===== config.mk =====
export PLATFORM = sky130hd
export DESIGN_NAME = load_return_unit_flat
export DESIGN_NICKNAME = d
export VERILOG_FILES = /design/src/rtl/load_return_unit_pkg.sv /design/src/rtl/load_return_unit_if.sv /design/src/rtl/load_extract.sv /design/src/rtl/load_return_unit.sv /design/src/flat_wrapper.sv
export SDC_FILE = /design/constraint.sdc
export NUM_CORES = 1
export LEC_CHECK = 0
export CAP_MARGIN = 5
export CORE_ASPECT_RATIO = 1.1
export CORE_MARGIN = 2
export CORE_UTILIZATION = 42
export CTS_CLUSTER_DIAMETER = 50
export CTS_CLUSTER_SIZE = 25
export DETAILED_ROUTE_END_ITERATION = 10
export PLACE_DENSITY_LB_ADDON = 0.1
export SLEW_MARGIN = 40
export SYNTH_ARGS = -nofsm -noshare
export SYNTH_HDL_FRONTEND = slang
export SYNTH_HIERARCHICAL = 1
export SYNTH_SLANG_ARGS = --single-unit

===== constraint.sdc =====
create_clock -name clk -period 1.9 [get_ports clk]
set_input_delay 0.38 -clock clk [delete_from_list [all_inputs] [get_ports clk]]
set_output_delay 0.38 -clock clk [all_outputs]
set_load 0.02 [all_outputs]

===== src/rtl/load_return_unit_pkg.sv =====
// Shared load/store constants (funct3 encodings, opcode) plus the load-return FSM states
// and the captured-request payload.
package load_return_unit_pkg;

  localparam int unsigned DATA_W   = 32;
  localparam int unsigned RD_W     = 5;
  localparam int unsigned F3_W     = 3;
  localparam int unsigned OFF_W    = 2;

  localparam logic [F3_W-1:0] FNC_LB   = 3'b000;
  localparam logic [F3_W-1:0] FNC_LH   = 3'b001;
  localparam logic [F3_W-1:0] FNC_LW   = 3'b010;
  localparam logic [F3_W-1:0] FNC_LBU  = 3'b100;
  localparam logic [F3_W-1:0] FNC_LHU  = 3'b101;
  localparam logic [6:0]      OPC_LOAD = 7'b0000011;

  typedef enum logic [1:0] {
    ST_IDLE  = 2'd0,
    ST_WAIT  = 2'd1,
    ST_DRAIN = 2'd2
  } lru_state_e;

  typedef struct packed {
    logic [F3_W-1:0]  funct3;
    logic [OFF_W-1:0] offset;
    logic [RD_W-1:0]  rd;
  } lru_req_t;

endpackage


===== src/rtl/load_return_unit_if.sv =====
// Load issue / memory response / writeback bundle between X stage, dmem and the load-return unit.
interface load_return_unit_if;
  import load_return_unit_pkg::*;

  logic              req_valid;
  logic [F3_W-1:0]   req_funct3;
  logic [OFF_W-1:0]  req_addr_offset;
  logic [RD_W-1:0]   req_rd;
  logic              kill;
  logic              dmem_resp_valid;
  logic [DATA_W-1:0] dmem_resp_data;
  logic              stall;
  logic              wb_valid;
  logic [RD_W-1:0]   wb_rd;
  logic [DATA_W-1:0] wb_data;
  logic              timeout_err;

  modport master (
    output req_valid, req_funct3, req_addr_offset, req_rd, kill,
    output dmem_resp_valid, dmem_resp_data,
    input  stall, wb_valid, wb_rd, wb_data, timeout_err
  );

  modport slave (
    input  req_valid, req_funct3, req_addr_offset, req_rd, kill,
    input  dmem_resp_valid, dmem_resp_data,
    output stall, wb_valid, wb_rd, wb_data, timeout_err
  );

endinterface


===== src/rtl/load_extract.sv =====
// Selects the addressed byte/half/word of an aligned memory word and sign/zero-extends it.
module load_extract
  import load_return_unit_pkg::*;
(
  input  logic [F3_W-1:0]   funct3,
  input  logic [OFF_W-1:0]  offset,
  input  logic [DATA_W-1:0] data,
  output logic [DATA_W-1:0] ext_data_c
);

  logic [7:0]  byte_sel;
  logic [15:0] half_sel;

  // Half select ignores offset[0], matching the store side.
  always_comb begin
    byte_sel = data[{offset, 3'b000} +: 8];
    half_sel = offset[1] ? data[31:16] : data[15:0];
    ext_data_c = '0;
    case (funct3)
      FNC_LB:  ext_data_c = {{24{byte_sel[7]}}, byte_sel};
      FNC_LH:  ext_data_c = {{16{half_sel[15]}}, half_sel};
      FNC_LW:  ext_data_c = data;
      FNC_LBU: ext_data_c = {24'd0, byte_sel};
      FNC_LHU: ext_data_c = {16'd0, half_sel};
      default: ext_data_c = '0;
    endcase
  end

endmodule


===== src/rtl/load_return_unit.sv =====
// Tracks one outstanding load: waits for dmem, extracts the result, registers the writeback,
// stalls the pipe meanwhile, and handles kill and response timeout.
module load_return_unit
  import load_return_unit_pkg::*;
#(
  parameter int unsigned TIMEOUT_CYCLES = 64,
  parameter int unsigned CNT_W          = 7
) (
  input logic               clk,
  input logic               reset_n,
  load_return_unit_if.slave bus
);

  lru_state_e        state_q, state_d;
  lru_req_t          cap_q, cap_d;
  logic [CNT_W-1:0]  cnt_q, cnt_d;
  logic              stall_q, stall_d;
  logic              wb_valid_q, wb_valid_d;
  logic [RD_W-1:0]   wb_rd_q, wb_rd_d;
  logic [DATA_W-1:0] wb_data_q, wb_data_d;
  logic              timeout_q, timeout_d;
  logic              timeout_hit;
  logic [DATA_W-1:0] ext_data;

  load_extract u_extract (
    .funct3     (cap_q.funct3),
    .offset     (cap_q.offset),
    .data       (bus.dmem_resp_data),
    .ext_data_c (ext_data)
  );

  // Timeout check only matters when no response arrives; a response in the hit cycle completes.
  assign timeout_hit = (TIMEOUT_CYCLES != 0) && (cnt_q == CNT_W'(TIMEOUT_CYCLES));

  always_ff @(posedge clk or negedge reset_n) begin
    if (!reset_n) begin
      state_q    <= ST_IDLE;
      cap_q      <= '0;
      cnt_q      <= '0;
      stall_q    <= 1'b0;
      wb_valid_q <= 1'b0;
      wb_rd_q    <= '0;
      wb_data_q  <= '0;
      timeout_q  <= 1'b0;
    end else begin
      state_q    <= state_d;
      cap_q      <= cap_d;
      cnt_q      <= cnt_d;
      stall_q    <= stall_d;
      wb_valid_q <= wb_valid_d;
      wb_rd_q    <= wb_rd_d;
      wb_data_q  <= wb_data_d;
      timeout_q  <= timeout_d;
    end
  end

  always_comb begin
    state_d    = state_q;
    cap_d      = cap_q;
    cnt_d      = cnt_q;
    wb_valid_d = 1'b0;
    wb_rd_d    = '0;
    wb_data_d  = '0;
    timeout_d  = 1'b0;

    case (state_q)
      ST_IDLE: begin
        if (bus.req_valid && !bus.kill) begin
          cap_d.funct3 = bus.req_funct3;
          cap_d.offset = bus.req_addr_offset;
          cap_d.rd     = bus.req_rd;
          cnt_d        = '0;
          state_d      = ST_WAIT;
        end
      end
      ST_WAIT: begin
        cnt_d = cnt_q + CNT_W'(1);
        if (bus.dmem_resp_valid && !bus.kill) begin
          wb_valid_d = 1'b1;
          wb_rd_d    = cap_q.rd;
          wb_data_d  = ext_data;
          state_d    = ST_IDLE;
        end else if (bus.dmem_resp_valid) begin
          state_d = ST_IDLE;
        end else if (timeout_hit) begin
          timeout_d = 1'b1;
          state_d   = ST_IDLE;
        end else if (bus.kill) begin
          state_d = ST_DRAIN;
        end
      end
      ST_DRAIN: begin
        cnt_d = cnt_q + CNT_W'(1);
        if (bus.dmem_resp_valid) begin
          state_d = ST_IDLE;
        end else if (timeout_hit) begin
          timeout_d = 1'b1;
          state_d   = ST_IDLE;
        end
      end
      default: state_d = ST_IDLE;
    endcase

    stall_d = (state_d != ST_IDLE);
  end

  assign bus.stall       = stall_q;
  assign bus.wb_valid    = wb_valid_q;
  assign bus.wb_rd       = wb_rd_q;
  assign bus.wb_data     = wb_data_q;
  assign bus.timeout_err = timeout_q;

endmodule


===== src/flat_wrapper.sv =====
// flat-port wrapper written by rule: the top's interface ports become plain ports
module load_return_unit_flat import load_return_unit_pkg::*;
#(
  parameter int unsigned TIMEOUT_CYCLES = 64,
  parameter int unsigned CNT_W          = 7
)
  (clk, reset_n, bus_req_valid, bus_req_funct3, bus_req_addr_offset, bus_req_rd, bus_kill, bus_dmem_resp_valid, bus_dmem_resp_data, bus_stall, bus_wb_valid, bus_wb_rd, bus_wb_data, bus_timeout_err);
  load_return_unit_if bus_i ();
  input logic clk;
  input logic reset_n;
  input wire logic [$bits(bus_i.req_valid)-1:0] bus_req_valid;
  input wire logic [$bits(bus_i.req_funct3)-1:0] bus_req_funct3;
  input wire logic [$bits(bus_i.req_addr_offset)-1:0] bus_req_addr_offset;
  input wire logic [$bits(bus_i.req_rd)-1:0] bus_req_rd;
  input wire logic [$bits(bus_i.kill)-1:0] bus_kill;
  input wire logic [$bits(bus_i.dmem_resp_valid)-1:0] bus_dmem_resp_valid;
  input wire logic [$bits(bus_i.dmem_resp_data)-1:0] bus_dmem_resp_data;
  output wire logic [$bits(bus_i.stall)-1:0] bus_stall;
  output wire logic [$bits(bus_i.wb_valid)-1:0] bus_wb_valid;
  output wire logic [$bits(bus_i.wb_rd)-1:0] bus_wb_rd;
  output wire logic [$bits(bus_i.wb_data)-1:0] bus_wb_data;
  output wire logic [$bits(bus_i.timeout_err)-1:0] bus_timeout_err;
  assign bus_i.req_valid = bus_req_valid;
  assign bus_i.req_funct3 = bus_req_funct3;
  assign bus_i.req_addr_offset = bus_req_addr_offset;
  assign bus_i.req_rd = bus_req_rd;
  assign bus_i.kill = bus_kill;
  assign bus_i.dmem_resp_valid = bus_dmem_resp_valid;
  assign bus_i.dmem_resp_data = bus_dmem_resp_data;
  assign bus_stall = bus_i.stall;
  assign bus_wb_valid = bus_i.wb_valid;
  assign bus_wb_rd = bus_i.wb_rd;
  assign bus_wb_data = bus_i.wb_data;
  assign bus_timeout_err = bus_i.timeout_err;
  load_return_unit #(.TIMEOUT_CYCLES(TIMEOUT_CYCLES), .CNT_W(CNT_W)) u_core (.clk(clk), .reset_n(reset_n), .bus(bus_i));
endmodule

==> results.md, run 1 <==
* Syn Area/Cell at 10.0 um2
* CP startpoint kind: register
* Fin crit share at 88.4%
* R2R Setup Slk at 220 ps
* Pwr dens at 1250 mW/mm2
* Hold Crit Class: in -> async
* Count leader, synth: dfrtp_1
* Root buf cell: clkbuf_8
* Status: complete, no violations
* DR DRC count at 0
* Worst-path clk slew at 70 ps
* Crit. Startpoint: u_core/state_q[1]
* Post-synth ARST share at 100%
* Post-synth top area share at 49.0%
* Rel. slew slack at 62.5%
* Setup crit end: u_core/cnt_q[6]
* Ranking of synthesized cells by area: dfrtp_1 (49%), and2_1 (7.9%), nand2_1 (5.5%), o211ai_1 (4.2%), nand3_1 (3.3%)
* Final hold vios at 0
* P&R area growth vs syn at 40.0%
* Starting density of the core at 43.3%
* GRT overflow at 0
* VDD IR-drop max at 796 uV
* Fmax at 0.595 GHz
* Vias at 2529
* Total CTS buffers at 9
* First-pass GRT wire length at 12700 um
* Max-Cap Viols at 0
* Total wire length at 7540 um
* Tmin final at 1680 ps
* DRT iter0 DRCs at 189
* Post-synthesis cell type with the largest combined area: dfrtp_1
* Syn Inst Count at 301
* Crit. End Element: register
* Largest net degree at the start of global routing at 38
* Synthesized area at 0.00302 mm2
* WL per Instance at 15.6 um
* Filler cell count at 623
* Worst skew pair latency at 340 ps
* Post-CTS setup buffers at 0
* Final setup viols at 0
* R2R Path End: u_core/cnt_q[6]
* Slew Limit Fails at 0
* Register bit count reported by yosys at 59
* Final nets at 447
* Number of global-route vias before repair at 2538
* Reg-to-Reg Start: u_core/state_q[1]
* Slew at the pin closest to its max-slew limit at 562 ps
* Core area at 0.00697 mm2
* Routed vias/inst at 5.23
* DRT antenna net count at 0
* Arrival @ worst endpoint at 1910 ps
* CP max FO at 7
* Data required time of the worst path at 2130 ps
* Yosys warns at 6
* Clk buf depth at 2
* Htree depth at 3
* Hold buffer count at cts at 0
* EDFF count, synth at 0
* Initial DRT Pass Iterations at 4
* Skew final at 6.73 ps
* Initial antenna violation count at 0
* Synth Flop Type: dfrtp_1
* Die footprint at 0.00787 mm2
* Routability cong. at 0.830
* Tot Pwr at 5.28 mW
* Unrepaired setup endpoints after global routing: false
* Setup CP Type: reg -> reg
* # diodes at 0
* CTS resizes at 0
* DIE HEIGHT at 92.9 um
* Reg2Reg Depth at 6
* Top cells by count, synth: dfrtp_1 (59), nand2_1 (44), and2_1 (38)
* Post-Syn Nets at 354
* Distinct cells, synth at 47
* Tot GR Track Use at 20.8%
* Num ports at 87
* CTS tree: yes
* Hpwl dp at 5330 um
* Die width at 84.8 um
* Layout cells sized above 1 at 11.8%
* Seq/Total Area, Yosys at 49.0%
* IO Port Bufs at 86
* CTS Sinks at 59
* Final setup TNS at 0 ps
* Site row count at 32
* Leak Pwr at 1.91 nW
-- critical path: stages, from the launching register on --
cell,delay [ps]
dfrtp_1,390
inv_1,80
ha_1,400
and2b_1,190
o2111a_2,220
a31oi_1,90
a41o_1,210
-- stage by stage --
step	utilization, %	setup WS, ps	area (um2)	hold slack, ps	instances
after floorplan	-	340	3020	84.4	301
after global placement	57.7	-59.9	4020	393	468
after detailed placement	57.7	-73.2	4020	402	468
after CTS	60.6	210	4220	32.3	484
after global routing	60.6	10.4	4220	57.2	484
final	60.6	220	4220	25.4	484
-- sequential cells by signal (all words and copies together), names as in the netlist --
signal / flops
u_core/bus.timeout_err: 1
u_core/bus.wb_rd: 5
u_core/bus.wb_valid: 1
u_core/cnt_q: 7
u_core/bus.wb_data: 32
u_core/cap_q: 10
u_core/state_q: 2
u_core/bus.stall: 1
-- cell type report --
class / count / area [um2] / area share, %
Clock inverter: 6 / 63.8 / 1.51
Multi-Input combinational cell: 216 / 1420 / 33.6
Inverter: 7 / 26.3 / 0.623
Sequential cell: 59 / 1480 / 35.0
Clock buffer: 10 / 138 / 3.26
Timing Repair Buffer: 101 / 993 / 23.5
Tap cell: 85 / 106 / 2.52
-- report_power, final --
part | total, mW | switching [mW] | internal [mW]
logic | 2.43 | 1.32 | 1.11
registers | 1.68 | 0.193 | 1.49
clock network | 1.17 | 0.529 | 0.641
-- kinds of logic (layout without fill, tap and decap cells) --
| family | after synthesis | in the layout | synth area share, % |
|---|---|---|---|
| flip-flops | 59 | 59 | 49.0 |
| AO/OA/AOI/OAI | 55 | 55 | 14.5 |
| buffers and inverters | 26 | 124 | 4.07 |
| adder cells (fa/ha/maj) | 6 | 6 | 2.49 |
| AND/OR/NAND/NOR | 137 | 137 | 23.7 |
| XOR/XNOR | 2 | 2 | 0.581 |
| multiplexers | 16 | 16 | 5.64 |
-- layer usage --
metal / routed length (um) / track usage [%]
met1: 3570 / 29.0
met2: 3430 / 31.6
met3: 378 / 4.10
met4: 163 / 9.13
met5: 0 / 0
-- cells in the final DEF, fill, tap and decap left out, drive strengths merged, types with 2 or more instances in the layout --
cell type / n
a22oi: 4
a21oi: 2
nor2: 9
clkbuf: 10
nand2b: 5
and3: 2
o221ai: 6
clkinvlp: 2
o21bai: 2
a21o: 2
o21ai: 7
nand2: 44
o22ai: 3
buf: 16
a221o: 4
clkinv: 2
inv: 8
o211ai: 17
dfrtp: 59
mux2: 8
nor2b: 5
ha: 6
clkdlybuf4s50: 85
nand3: 20
mux2i: 8
nor3b: 2
nor3: 5
and2: 38
-- worst min-delay path by stage --
stage                        from             endpoint  slack (ps)  cells past startpoint
final                     reset_n      u_core/cnt_q[0]          30                      1
after global routing      reset_n  u_core/bus.wb_rd[4]          60                      1
after CTS                 reset_n      u_core/cnt_q[3]          30                      1
after detailed placement  reset_n      u_core/cnt_q[3]         400                      1
after global placement    reset_n      u_core/cnt_q[3]         390                      1
after floorplan           reset_n     u_core/bus.stall          80                      0
(Power assumes the default switching activity.)
==> run 2: changes to the inputs <==
Settings changed: GPL_TIMING_DRIVEN set to 0, SLEW_MARGIN 40 to 20.
Clock period 1.9 ns to 2.1 ns, I/O delays scaled along.
==> results.md, run 2 (synthesized netlist as in run 1, its figures left out) <==
* Tot GR Track Use at 20.8%
* Slew Limit Fails at 0
* Area after DPL at 0.00398 mm2
* Initial DRT Pass Iterations at 4
* Status: complete, no violations
* Most frequent cells in the layout: clkdlybuf4s50_1 (85), dfrtp_1 (59), nand2_1 (44), and2_1 (38), nand3_1 (20)
* Crit. Startpoint: bus_dmem_resp_data[23]
* Largest net degree at the start of global routing at 60
* Unrepaired setup endpoints after global routing: false
* Tot Pwr at 4.86 mW
* R2R Setup Slk at 370 ps
* CP startpoint kind: input pin
* VDD IR-drop max at 599 uV
* Final nets at 451
* CP max FO at 10
* Die footprint at 0.00787 mm2
* Tmin final at 1760 ps
* CTS tree: yes
* Slew at the pin closest to its max-slew limit at 719 ps
* DRT antenna net count at 0
* CP bufs+invs at 2
* Delay of the slowest critical-path stage at 470 ps
* Rel. slew slack at 52.1%
* Data required time of the worst path at 2330 ps
* Filler cell count at 618
* Hold Crit Class: in -> async
* DRT iter0 DRCs at 176
* Site row count at 32
* GRT overflow at 0
* CP Cell Sequence: clkdlybuf4s50_1 -> mux2_2 -> a22oi_4 -> buf_4 -> o221ai_1 -> and2_1
* Die width at 84.8 um
* Num ports at 87
* DIE HEIGHT at 92.9 um
* Clk buf depth at 2
* CP delay by family, top: buffers and inverters
* DR DRC count at 0
* # diodes at 0
* Skew final at 9.25 ps
* Slowest CP cell: clkdlybuf4s50_1
* Worst-path clk slew at 80 ps
* CTS Sinks at 59
* Fin cells at 488
* First-pass GRT wire length at 12700 um
* Vias at 2541
* Post-CTS setup buffers at 0
* Hpwl dp at 5720 um
* P&R area growth vs syn at 39.4%
* Layout cells sized above 1 at 10.2%
* Fmax at 0.569 GHz
* Max FFs per register at 32
* Final setup viols at 0
* Setup CP Type: in -> reg
* Root buf cell: clkbuf_8
* Final instance area at 0.00420 mm2
* Number of global-route vias before repair at 2568
* Pwr dens at 1160 mW/mm2
* Reg2Reg Depth at 5
* Routed vias/inst at 5.21
* Starting density of the core at 43.3%
* Worst skew pair latency at 340 ps
* Routability cong. at 0.921
* IO Port Bufs at 86
* Core area at 0.00697 mm2
* DP Cell Count at 472
* Initial antenna violation count at 0
* R2R Path End: u_core/bus.wb_data[30]
* WL per Instance at 15.6 um
* Leak Pwr at 1.89 nW
* Total wire length at 7590 um
* Hold buffer count at cts at 0
* Htree depth at 3
* Max-Cap Viols at 0
* CTS resizes at 0
* Final setup TNS at 0 ps
* Arrival @ worst endpoint at 1990 ps
* Final hold vios at 0
* Fin crit share at 83.6%
* Total CTS buffers at 9
* Commonest non-fill, non-tap cell in the layout: clkdlybuf4s50_1
* Crit. End Element: register
* Reg-to-Reg Start: u_core/cap_q[7]
-- run 2: cell types whose count changed in the layout (fill, tap and decap cells not counted) --
cell / before / now
bufinv_16: 1 / 2
clkinv_4: 0 / 3
buf_4: 13 / 4
buf_12: 2 / 0
clkbuf_1: 0 / 10
buf_6: 0 / 1
clkbuf_8: 10 / 9
clkinv_2: 2 / 1
clkinvlp_4: 2 / 0
buf_2: 1 / 5
-- run 2: power by group --
part	total [mW]	leakage, nW	switching, mW	internal (mW)
Combinational	2.19	0.982	1.22	0.967
Sequential	1.51	0.798	0.164	1.34
Clock	1.16	0.114	0.486	0.675
Total	4.86	1.89	1.87	2.99
-- run 2: worst max-delay path by stage --
stage	end	slack (ps)	cells past startpoint
after floorplan	u_core/cnt_q[6]	540	5
after detailed placement	u_core/bus.wb_data[15]	4	6
after CTS	bus_wb_data[13]	360	1
after global routing	u_core/bus.wb_data[20]	200	5
after global placement	u_core/bus.wb_data[7]	-1200	1
final	u_core/bus.wb_data[15]	340	6
-- run 2: layer usage --
layer,wire (um),share of wire (%),track usage [%],vias up
li1,-,-,-,1252
met1,3590,47,29.1,1209
met2,3550,47,31.8,72
met3,352,4.6,4.10,8
met4,99,1.3,7.94,0
met5,0,0,0,-
-- run 2: final cells by class --
cell class | count | area (um2) | share of cell area (%)
Buffer | 19 | 96.3 | 2.29
Clock buffer | 9 | 124 | 2.95
Multi-Input combinational cell | 216 | 1420 | 33.7
Clock inverter | 7 | 100 | 2.38
Timing Repair Buffer | 86 | 858 | 20.4
Sequential cell | 59 | 1480 | 35.1
Inverter | 7 | 26.3 | 0.625
Tap cell | 85 | 106 | 2.53
-- run 2: through the flow --
step | setup WS, ps | hold slack, ps | util, %
finish | 344 | 123 | 60.3
CTS | 362 | 155 | 60.3
global placement | -1200 | 448 | 57.2
detailed placement | 4.26 | 455 | 57.1
global route | 199 | 185 | 60.3
floorplan | 540 | 124 | -
==> run 3: changes to the inputs <==
Clock period 2.1 ns to 1.8 ns, I/O delays scaled along.
==> results.md, run 3 (synthesized netlist as in run 1, its figures left out) <==
* Routability cong. at 0.921
* CP Cell Sequence: clkdlybuf4s50_1 -> mux2_2 -> a22oi_4 -> buf_4 -> o221ai_1 -> and2_1
* Initial antenna violation count at 0
* CP startpoint kind: input pin
* Die footprint at 0.00787 mm2
* Post-CTS setup buffers at 0
* Final setup viols at 0
* IO Port Bufs at 86
* Die width at 84.8 um
* Comb power frac at 45.2%
* Arrival @ worst endpoint at 1930 ps
* CTS Sinks at 59
* Delay of the slowest critical-path stage at 470 ps
* DR DRC count at 0
* Tot Pwr at 5.68 mW
* Most frequent cells in the layout: clkdlybuf4s50_1 (85), dfrtp_1 (59), nand2_1 (44), and2_1 (38), nand3_1 (20)
* Starting density of the core at 43.3%
* Site row count at 32
* Core area at 0.00697 mm2
* Fmax at 0.587 GHz
* Slew at the pin closest to its max-slew limit at 718 ps
* Final hold vios at 0
* Num ports at 87
* Hpwl dp at 5720 um
* CP max FO at 10
* GRT overflow at 0
* Vias at 2539
* Final nets at 451
* Leak Pwr at 1.90 nW
* Max FFs per register at 32
* Pint at 3.50 mW
* Worst-path clk slew at 80 ps
* Total wire length at 7620 um
* Commonest non-fill, non-tap cell in the layout: clkdlybuf4s50_1
* Largest net degree at the start of global routing at 60
* Unrepaired setup endpoints after global routing: true
* Hold slack at 60.3 ps
* P&R area growth vs syn at 39.7%
* Number of global-route vias before repair at 2568
* Total CTS buffers at 9
* Htree depth at 3
* Root buf cell: clkbuf_8
* Setup CP Type: in -> reg
* Clock share of power at 23.8%
* Pwr dens at 1350 mW/mm2
* DRT antenna net count at 0
* Worst skew pair latency at 340 ps
* Slowest CP cell: clkdlybuf4s50_1
* DIE HEIGHT at 92.9 um
* Fin cells at 488
* Layout cells sized above 1 at 11.2%
* Crit. End Element: register
* Max-Cap Viols at 0
* First-pass GRT wire length at 12700 um
* DRT iter0 DRCs at 167
* Tmin final at 1700 ps
* Clk buf depth at 2
* Fin crit share at 94.6%
* Setup WS post-layout at 96.4 ps
* WL per Instance at 15.6 um
* Slew Limit Fails at 0
* Rel. slew slack at 52.2%
* Skew final at 9.29 ps
* Status: complete, no violations
* CTS tree: yes
* DP Cell Count at 472
* # diodes at 0
* Dpl ws at -236 ps
* Net Sw Power at 2.19 mW
* Net Sw Frac at 38.5%
* Routed vias/inst at 5.20
* Part of the power in registers at 31.0%
* VDD IR-drop max at 708 uV
* Data required time of the worst path at 2030 ps
* Hold Crit Class: in -> async
* Initial DRT Pass Iterations at 4
* Tot GR Track Use at 20.8%
run 3: area by class of cell:
type                       count  area (um2)
inverter                       7        26.3
timing repair buffer          86         858
clock inverter                 7         100
multi-input combinational    216        1420
sequential                    59        1480
tap                           85         106
buffer                        19        98.8
fill                         622        2760
clock buffer                   9         124
run 3: layer usage:
metal	vias to the layer above	track usage, %	wire (um)
li1	1254	-	-
met2	74	31.8	3540
met1	1201	29.1	3600
met5	-	0	0
met3	10	4.10	358
met4	0	7.94	119
run 3: power groups by stage:
stage          clock network [mW]  logic [mW]  registers (mW)
5_1_grt                      1.46        2.85            1.81
6_report                     1.35        2.57            1.76
4_1_cts                      1.39        2.55            1.76
2_1_floorplan                   0        1.70            1.85
3_5_place_dp                    0        2.54            1.78
3_3_place_gp                    0        2.52            1.78
run 3: final timing paths:
| kind | end | cells after the start | slack [ps] | start |
|---|---|---|---|---|
| max in group asynchronous | u_core/bus.wb_data[1] | 1 | 1250 | reset_n |
| worst max register to register | u_core/bus.wb_data[2] | 6 | 100 | u_core/cap_q[6] |
| worst max-delay path | u_core/bus.wb_data[15] | 6 | 100 | bus_dmem_resp_data[23] |
| worst min-delay path | u_core/cnt_q[0] | 1 | 60 | reset_n |
| min in group clk | u_core/cap_q[0] | 2 | 470 | u_core/cap_q[0] |
| worst min register to register | u_core/cap_q[0] | 2 | 470 | u_core/cap_q[0] |
run 3: per-stage QoR:
step           instance area [um2]  utilization (%)  TNS, ps
3_3_place_gp                  3980             57.2   -89540
3_5_place_dp                  3980             57.1    -4550
4_1_cts                       4200             60.3        0
2_1_floorplan                 3020                -        0
5_1_grt                       4210             60.5    -13.8
6_report                      4210             60.5        0
run 3: repair_timing:
item                                   4_1_cts  5_1_grt
gates resized for setup                      0        8
setup endpoints to repair                    0       32
endpoints found under the hold margin        0        0
hold buffers                                 0        0
run 3: critical path: cells and delay by family:
kind	cells	cell delay [ps]
multiplexers	1	310
AND/OR/NAND/NOR	1	160
buffers and inverters	2	690
AO/OA/AOI/OAI	2	400
